[config.mk]
export PLATFORM = sky130hd
export DESIGN_NAME = apa102_frame_tx
export DESIGN_NICKNAME = d
export VERILOG_FILES = /design/src/rtl/apa102_frame_tx.sv
export SDC_FILE = /design/constraint.sdc
export NUM_CORES = 1
export LEC_CHECK = 0
export ABC_CLOCK_PERIOD_IN_PS = 1960
export CORE_MARGIN = 1
export CORE_UTILIZATION = 51
export CTS_CLUSTER_SIZE = 20
export DETAILED_ROUTE_END_ITERATION = 8
export GPL_TIMING_DRIVEN = 1
export MAX_ROUTING_LAYER = met4
export PLACE_DENSITY = 0.77
export SYNTH_ARGS = -nofsm -noshare
export SYNTH_HDL_FRONTEND = slang
export SYNTH_SLANG_ARGS = --single-unit
[constraint.sdc]
create_clock -name clk -period 1.96 [get_ports clk]
set_clock_uncertainty 0.05 [all_clocks]
set_input_delay 0.49 -clock clk [delete_from_list [all_inputs] [get_ports clk]]
set_output_delay 0.49 -clock clk [all_outputs]
set_load 0.1 [all_outputs]
[src/rtl/apa102_frame_tx.sv]
// APA102 strand frame transmitter: start word, NUM_LEDS pixel words read from an
// external synchronous frame buffer, then END_WORDS all-ones words, MSB first.
module apa102_frame_tx #(
    parameter int NUM_LEDS  = 14,
    parameter int HALF_DIV  = 64,
    parameter int END_WORDS = 1,
    parameter int IDX_W     = (NUM_LEDS > 1) ? $clog2(NUM_LEDS) : 1
) (
    input  logic             clk,
    input  logic             reset,
    input  logic             start,
    input  logic             auto_refresh,
    input  logic [4:0]       bright,
    output logic             busy,
    output logic             done,
    output logic [IDX_W-1:0] pix_idx,
    input  logic [23:0]      pix_data,
    output logic             sck,
    output logic             mosi
);

    localparam int DIV_W     = (HALF_DIV > 1) ? $clog2(HALF_DIV) : 1;
    localparam int MAX_WORDS = (NUM_LEDS > END_WORDS) ? NUM_LEDS : END_WORDS;
    localparam int CNT_W     = (MAX_WORDS > 1) ? $clog2(MAX_WORDS) : 1;

    typedef enum logic [1:0] {
        IDLE,
        START_W,
        LED_W,
        END_W
    } state_t;

    state_t             state_q, state_d;
    logic [DIV_W-1:0]   divCnt_q, divCnt_d;
    logic               sck_q, sck_d;
    logic [4:0]         bitCnt_q, bitCnt_d;
    logic [CNT_W-1:0]   wordCnt_q, wordCnt_d;
    logic [31:0]        shift_q, shift_d;
    logic [4:0]         bright_q, bright_d;
    logic [IDX_W-1:0]   pixIdx_q, pixIdx_d;
    logic               done_q, done_d;
    logic               busy_q, busy_d;
    logic               accept;
    int                 nextIdx;

    // Word sequencing happens on sck falling edges; the frame buffer index runs one
    // LED ahead of the word being shifted so its data is ready at the next load.
    always_comb begin
        state_d   = state_q;
        divCnt_d  = divCnt_q;
        sck_d     = sck_q;
        bitCnt_d  = bitCnt_q;
        wordCnt_d = wordCnt_q;
        shift_d   = shift_q;
        bright_d  = bright_q;
        pixIdx_d  = pixIdx_q;
        done_d    = 1'b0;
        accept    = 1'b0;
        nextIdx   = 0;

        if (state_q == IDLE) begin
            accept = start;
        end else if (divCnt_q == DIV_W'(HALF_DIV - 1)) begin
            divCnt_d = '0;
            sck_d    = ~sck_q;
            if (sck_q) begin
                if (bitCnt_q != 5'd31) begin
                    bitCnt_d = bitCnt_q + 5'd1;
                    shift_d  = {shift_q[30:0], 1'b0};
                end else begin
                    bitCnt_d = '0;
                    case (state_q)
                        START_W: begin
                            state_d   = LED_W;
                            wordCnt_d = '0;
                            shift_d   = {3'b111, bright_q, pix_data};
                            pixIdx_d  = IDX_W'((NUM_LEDS > 1) ? 1 : 0);
                        end
                        LED_W: begin
                            if (wordCnt_q == CNT_W'(NUM_LEDS - 1)) begin
                                state_d   = END_W;
                                wordCnt_d = '0;
                                shift_d   = '1;
                            end else begin
                                wordCnt_d = wordCnt_q + CNT_W'(1);
                                shift_d   = {3'b111, bright_q, pix_data};
                                nextIdx   = int'(wordCnt_q) + 2;
                                if (nextIdx > NUM_LEDS - 1) begin
                                    nextIdx = NUM_LEDS - 1;
                                end
                                pixIdx_d  = IDX_W'(nextIdx);
                            end
                        end
                        END_W: begin
                            if (wordCnt_q == CNT_W'(END_WORDS - 1)) begin
                                done_d    = 1'b1;
                                state_d   = IDLE;
                                wordCnt_d = '0;
                                shift_d   = '0;
                                pixIdx_d  = '0;
                                accept    = auto_refresh;
                            end else begin
                                wordCnt_d = wordCnt_q + CNT_W'(1);
                                shift_d   = '1;
                            end
                        end
                        default: ;
                    endcase
                end
            end
        end else begin
            divCnt_d = divCnt_q + DIV_W'(1);
        end

        if (accept) begin
            state_d   = START_W;
            divCnt_d  = '0;
            sck_d     = 1'b0;
            bitCnt_d  = '0;
            wordCnt_d = '0;
            shift_d   = '0;
            bright_d  = bright;
            pixIdx_d  = '0;
        end

        busy_d = (state_d != IDLE);
    end

    always_ff @(posedge clk or posedge reset) begin
        if (reset) begin
            state_q   <= IDLE;
            divCnt_q  <= '0;
            sck_q     <= 1'b0;
            bitCnt_q  <= '0;
            wordCnt_q <= '0;
            shift_q   <= '0;
            bright_q  <= '0;
            pixIdx_q  <= '0;
            done_q    <= 1'b0;
            busy_q    <= 1'b0;
        end else begin
            state_q   <= state_d;
            divCnt_q  <= divCnt_d;
            sck_q     <= sck_d;
            bitCnt_q  <= bitCnt_d;
            wordCnt_q <= wordCnt_d;
            shift_q   <= shift_d;
            bright_q  <= bright_d;
            pixIdx_q  <= pixIdx_d;
            done_q    <= done_d;
            busy_q    <= busy_d;
        end
    end

    assign busy    = busy_q;
    assign done    = done_q;
    assign sck     = sck_q;
    assign mosi    = shift_q[31];
    assign pix_idx = pixIdx_q;

endmodule

==> results.json, run 1 <==
{
  "rsz0062_at_grt": "yes",
  "antenna_cells": 0,
  "layout_setup_ws_ns": -0.146,
  "async_flop_share_pct": 100,
  "pwr-share-comb_pct": 4.4,
  "synth-simple-area-share_pct": 21.8,
  "path_class": "flip-flop to flip-flop",
  "drv_slew": 0,
  "overflow": 0,
  "max_freq_mhz": 475,
  "ys_seq_area_share_pct": 43.3,
  "ctsLongestPathBuffers": 2,
  "power_uw": 2430,
  "finalWeightedCongestion": 0.870,
  "period_minus_slack_ns": 2.11,
  "dp_slack_ns": -0.258,
  "synth_nets": 431,
  "drv_cap": 0,
  "cp-end-kind": "flip-flop",
  "nets": 543,
  "start_util_pct": 54.2,
  "synth-compound-area-share_pct": 22.5,
  "utilization_pct": 83.1,
  "cts_tree": "built",
  "max_slew_margin_pct": 58.0,
  "syn_avg_cell_area_um2": 9.10,
  "cts_root_buf": "clkbuf_8",
  "ir_worst_vdd_uv": 344,
  "violations": "negative setup slack",
  "timing.hold.ws_ns": 0.463,
  "path_max_fanout": 9,
  "h-tree-depth": 3,
  "grt_max_degree": 62,
  "netlist_instances": 387,
  "crit_arrival_ns": 2.30,
  "p_sw_share_pct": 22.9,
  "drc_errors": 0,
  "die_y_um": 85.1,
  "final_cell_area_um2": 5400,
  "synth_top_family_by_area": "compound AO/OA/AOI/OAI gates",
  "vias": 3707,
  "intPower_uw": 1880,
  "synthMuxAreaShare_pct": 2.49,
  "antenna_found_initial": 0,
  "rows": 29,
  "status": "finished, violations left",
  "coreArea_um2": 6490,
  "ys_warn_count": 0,
  "track_usage_pct": 26.3,
  "cts.sink_count": 61,
  "required_ns": 2.16,
  "power_switching_uw": 556,
  "final-setup-viol-count": 46,
  "cts.clk_slew.worst_paths_ns": 0.07,
  "synth-seq-cells": 61,
  "die_w_um": 85.1,
  "syn2layout_area_growth_pct": 53.3,
  "critical-path-slowest-cell": "dfrtp_1",
  "place_area_um2": 4520,
  "cp-start-kind": "flip-flop",
  "p_seq_share_pct": 51.7,
  "drt_iter0_markers": 319,
  "routed_via_density": 6.39,
  "clk_latency_ns": 0.35,
  "leakage_uw": 0.00227,
  "cts_buffers": 9,
  "ant_nets": 0,
  "grt_pass1_wl_mm": 14.4,
  "holdBufCountCts": 0,
  "synth_ff_type": "dfrtp_1",
  "yosys.area_share.xor_xnor_pct": 0.746,
  "hold_path_class": "flip-flop to flip-flop",
  "wirelength_mm": 12.0,
  "synthAdderAreaFrac_pct": 3.91,
  "synth_cell_types": 55,
  "die_area_um2": 7240,
  "io_pins": 41,
  "hold_violations": 0,
  "crit_chain": "ha_2 -> and3_4 -> ha_4 -> nor4b_4 -> o31ai_4 -> buf_12 -> buf_6 -> o21ai_1 -> o22ai_1",
  "syn_area_um2": 3520,
  "hpwl_mm": 5.60,
  "cpPeakStageDelay_ns": 0.40,
  "grt_pass1_vias": 3129,
  "synth_edf_count": 0,
  "tightest_slew_ns": 0.621,
  "p_per_area_nw_per_um2": 450,
  "pwr-share-clk_pct": 43.8,
  "finalCritPeriodShare_pct": 107,
  "portBuffers": 40,
  "dr.pass1.iters": 6,
  "drive_above_1_share_pct": 35.2,
  "wl_per_cell_um": 20.7
}
[metal layers]
metal,vias to the layer above,GRT usage (%),wire length [um]
met5,-,-,0
met4,0,13.9,462
met3,56,3.70,923
met2,244,41.2,5900
met1,1808,33.2,4750
li1,1599,-,-
[power groups by stage]
| stage | Sequential (uW) | Clock, uW | Combinational [uW] |
|---|---|---|---|
| after floorplan | 1280 | 0 | 20.2 |
| after global placement | 1280 | 0 | 105 |
| after detailed placement | 1280 | 0 | 105 |
| after CTS | 1260 | 1050 | 106 |
| after global routing | 1260 | 1130 | 116 |
| final | 1260 | 1070 | 108 |
[critical path: cells and delay by family, from the launching register on]
kind                     cells  cell delay, ns
adder cells (fa/ha/maj)      2            0.38
AO/OA/AOI/OAI                3            0.50
AND/OR/NAND/NOR              2            0.32
buffers and inverters        2            0.34
flip-flops                   1            0.40
[synthesized netlist by cell type (3+ instances only)]
master / number / area share, %
o31ai_1: 3 / 0.64
and2_1: 3 / 0.53
a21oi_2: 10 / 2.5
nand3_1: 5 / 0.71
a21oi_1: 26 / 3.7
o22ai_1: 6 / 1.1
o211ai_1: 3 / 0.64
o22a_1: 28 / 7.0
nor3_1: 6 / 0.85
xnor2_1: 3 / 0.75
o21ai_1: 8 / 1.1
o2111ai_1: 3 / 0.75
nor2_1: 14 / 1.5
o21ai_0: 4 / 0.57
ha_1: 11 / 3.9
and3_1: 3 / 0.53
clkbuf_1: 6 / 0.64
buf_2: 16 / 2.3
inv_1: 11 / 1.2
dfrtp_1: 61 / 43
nand2_1: 106 / 11
mux2_1: 5 / 1.6
[cells in the final DEF (no fill, tap or decap), types with 8 or more instances in the layout]
| cell | n |
|---|---|
| clkbuf_16 | 8 |
| dfrtp_1 | 60 |
| buf_4 | 58 |
| buf_12 | 20 |
| a21oi_1 | 20 |
| o22a_1 | 28 |
| buf_6 | 8 |
| nand2_1 | 99 |
| a21oi_2 | 15 |
| inv_1 | 9 |
| clkbuf_8 | 12 |
| clkdlybuf4s50_1 | 32 |
| nor2_1 | 14 |
[logic make-up (layout without fill, tap and decap cells)]
group / after synthesis / count (layout)
flops: 61 / 61
mux: 8 / 8
compound gates: 106 / 106
xor+xnor: 3 / 3
buf+inv: 37 / 153
fa+ha+maj: 11 / 11
simple gates: 161 / 161
[worst paths after layout]
path / start / to / cells past startpoint / slack [ns]
min: shift_q[18] / shift_q[18] / 1 / 0.46
min in group asynchronous: reset / shift_q[5] / 3 / 0.53
max reg2reg: bitCnt_q[0] / shift_q[29] / 9 / -0.15
max in group asynchronous: reset / sck / 3 / 1.05
min reg2reg: shift_q[18] / shift_q[18] / 1 / 0.46
max: bitCnt_q[0] / shift_q[29] / 9 / -0.15
[metrics by stage]
stage / std cells / TNS, ns
global route: 580 / -6.11
finish: 580 / -3.64
global placement: 535 / -6.20
detailed placement: 535 / -8.36
CTS: 558 / -2.05
floorplan: 387 / 0
[registers in the layout, indices dropped and copies added, names as in the netlist]
signal / flops
bitCnt_q: 5
bright_q: 5
busy: 1
divCnt_q: 6
done: 1
pix_idx: 4
sck: 1
shift_q: 32
state_q: 2
wordCnt_q: 4
[area by class of cell]
cell class	count	area, um2
Clock buffer	12	165
Clock inverter	3	20.0
Fill cell	313	1090
Inverter	11	45.0
Multi-Input combinational cell	289	2070
Sequential cell	61	1530
Tap cell	77	96.3
Timing Repair Buffer	127	1470
[timing repair]
action / in CTS / in global routing
resized for setup: 11 / 51
buffers inserted: 8 / 16
pin swaps: 3 / 16
setup endpoints to repair: 47 / 53
gates cloned: 1 / 9
(Power assumes the default switching activity.)
==> run 2: changes to the inputs <==
==> config.mk (replaced) <==
export PLATFORM = sky130hd
export DESIGN_NAME = apa102_frame_tx
export DESIGN_NICKNAME = d
export VERILOG_FILES = /design/src/rtl/apa102_frame_tx.sv
export SDC_FILE = /design/constraint.sdc
export NUM_CORES = 1
export LEC_CHECK = 0
export ABC_CLOCK_PERIOD_IN_PS = 2550
export CORE_MARGIN = 1
export CORE_UTILIZATION = 59
export CTS_CLUSTER_SIZE = 20
export DETAILED_ROUTE_END_ITERATION = 8
export GPL_TIMING_DRIVEN = 1
export MAX_ROUTING_LAYER = met4
export PLACE_DENSITY = 0.83
export SYNTH_ARGS = -nofsm -noshare
export SYNTH_HDL_FRONTEND = slang
export SYNTH_SLANG_ARGS = --single-unit
==> constraint.sdc (replaced) <==
create_clock -name clk -period 2.55 [get_ports clk]
set_clock_uncertainty 0.05 [all_clocks]
set_input_delay 0.6375 -clock clk [delete_from_list [all_inputs] [get_ports clk]]
set_output_delay 0.6375 -clock clk [all_outputs]
set_load 0.1 [all_outputs]
==> run 2 against run 1 <==
  * The run now ends clean
  * Routed wire length is 33% lower
  * Sequential share of layout area increased by 7.3 points
  * Combinational power fell by 30%
  * Register-to-register slack gained 0.30 ns
  * Setup slack improved by 0.30 ns
  * Largest cell class unchanged
  * Power shrank 15%
  * Sequential cell count stayed put
  * Hold slack lost 0.027 ns
  * Final cell count is 13% lower
  * Clock power fell by 4%
  * Fmax fell by 12%
==> results.json, run 2 (same netlist as run 1, synthesis figures left out) <==
{
  "crit_arrival_ns": 2.58,
  "grt_pass1_vias": 2930,
  "drt_iter0_markers": 246,
  "nets": 473,
  "ctsLongestPathBuffers": 2,
  "top_register": "shift_q",
  "tns_ns": 0,
  "status": "finished, final reports clean",
  "ir_worst_vdd_uv": 406,
  "start_util_pct": 62.4,
  "portBuffers": 40,
  "coreArea_um2": 5640,
  "timing.hold.ws_ns": 0.437,
  "finalWeightedCongestion": 0.927,
  "final_cell_mix": "106 x nand2_1, 61 x dfrtp_1, 32 x clkdlybuf4s50_1, 28 x o22a_1, 25 x a21oi_1",
  "rsz0062_at_grt": "no",
  "top_regs": "shift_q x32, divCnt_q x6",
  "layout_commonest_cell": "nand2_1",
  "die_y_um": 79.3,
  "wl_per_cell_um": 15.9,
  "antenna_found_initial": 0,
  "grt_max_degree": 62,
  "rows": 27,
  "period_minus_slack_ns": 2.40,
  "max_slew_margin_pct": 69.0,
  "clk_latency_ns": 0.34,
  "cp-end-kind": "flip-flop",
  "post_cts_buffers": 0,
  "die_area_um2": 6280,
  "ant_nets": 0,
  "drc_errors": 0,
  "hold_violations": 0,
  "drv_slew": 0,
  "finalNonFillerCells": 506,
  "max_freq_mhz": 417,
  "cts_root_buf": "clkbuf_8",
  "wirelength_mm": 8.03,
  "cp-start-kind": "flip-flop",
  "io_pins": 41,
  "drive_above_1_share_pct": 15.7,
  "h-tree-depth": 3,
  "required_ns": 2.73,
  "cts_tree": "built",
  "cts_buffers": 9,
  "dr.pass1.iters": 5,
  "p_per_area_nw_per_um2": 484,
  "syn2layout_area_growth_pct": 21.8,
  "grt_pass1_wl_mm": 13.5,
  "finalCritPeriodShare_pct": 94.1,
  "largest_register_ffs": 32,
  "dp_cells": 490,
  "tightest_slew_ns": 0.462,
  "drv_cap": 0,
  "vias": 3044,
  "hold_path_class": "flip-flop to flip-flop",
  "track_usage_pct": 28.6,
  "path_class": "flip-flop to flip-flop",
  "cts.sink_count": 61,
  "routed_via_density": 6.02,
  "antenna_cells": 0,
  "die_w_um": 79.3,
  "final-setup-viol-count": 0,
  "path_max_fanout": 45,
  "cts.clk_slew.worst_paths_ns": 0.07,
  "leakage_uw": 0.00182,
  "hpwl_mm": 5.30,
  "overflow": 0
}
-- run 2: cell count changes in the layout (fill, tap and decap cells not counted), sizes merged --
cell | before | now
buf | 87 | 25
bufinv | 0 | 2
clkbuf | 20 | 13
clkinvlp | 3 | 0
inv | 10 | 11
-- run 2: timing repair --
item                       in CTS  in global routing
setup endpoints to repair       0                  1
resized for setup               0                  1
hold buffers                    0                  0
-- run 2: power breakdown --
| group | internal [uW] | leakage, uW | switching [uW] |
|---|---|---|---|
| Combinational | 47.4 | 0.000897 | 28.7 |
| Sequential | 967 | 0.000796 | 0 |
| Clock | 656 | 0.000126 | 376 |
-- run 2: final timing paths --
check	start	endpoint	slack, ns	cells after the start
max in group asynchronous	reset	shift_q[28]	1.55	3
min reg2reg	bright_q[2]	bright_q[2]	0.44	1
min in group asynchronous	reset	shift_q[12]	0.64	3
min	bright_q[2]	bright_q[2]	0.44	1
max	bitCnt_q[0]	shift_q[23]	0.15	9
max reg2reg	bitCnt_q[0]	shift_q[23]	0.15	9
-- run 2: worst max-delay path, cell delays in order, from the launching register on --
cell and delay [ns]:
dfrtp_1 0.41, ha_1 0.25, and3_1 0.20, ha_1 0.26, nor4b_2 0.21, o31ai_4 0.22
buf_12 0.24, buf_4 0.20, nand2_1 0.07, o22a_1 0.16
-- run 2: per-layer routing --
layer | track usage (%) | share of wire (%) | vias up
li1 | - | - | 1464
met1 | 38.1 | 47 | 1488
met2 | 44.0 | 48 | 80
met3 | 3.45 | 3.3 | 12
met4 | 12.9 | 1.6 | 0
met5 | - | 0 | -
-- run 2: cell type report --
cell class / count / area, um2
clock buffers: 13 / 179
fillers: 377 / 1350
flip-flops and latches: 61 / 1530
well taps: 72 / 90.1
multi-input cells: 289 / 1830
clock inverters: 3 / 65.1
repair buffers: 57 / 558
inverters: 11 / 41.3
-- run 2: through the flow --
| stage | setup slack, ns | total power (uW) | util, % | area, um2 |
|---|---|---|---|---|
| final | 0.151 | 2080 | 76.0 | 4290 |
| after global routing | 0.0460 | 2130 | 76.0 | 4290 |
| after CTS | 0.159 | 2090 | 76.0 | 4290 |
| after detailed placement | 0.130 | 1060 | 71.6 | 4040 |
| after global placement | 0.171 | 1060 | 71.6 | 4040 |
| after floorplan | 0.297 | 1000 | - | 3520 |
==> run 3: changes to the inputs <==
--- a/config.mk
+++ b/config.mk
@@ -10,7 +10,6 @@
 export CORE_UTILIZATION = 59
 export CTS_CLUSTER_SIZE = 20
 export DETAILED_ROUTE_END_ITERATION = 8
-export GPL_TIMING_DRIVEN = 1
 export MAX_ROUTING_LAYER = met4
 export PLACE_DENSITY = 0.83
 export SYNTH_ARGS = -nofsm -noshare
==> results of run 3 <==
No change in the layout: final DEF, timing and power equal those of run 2.
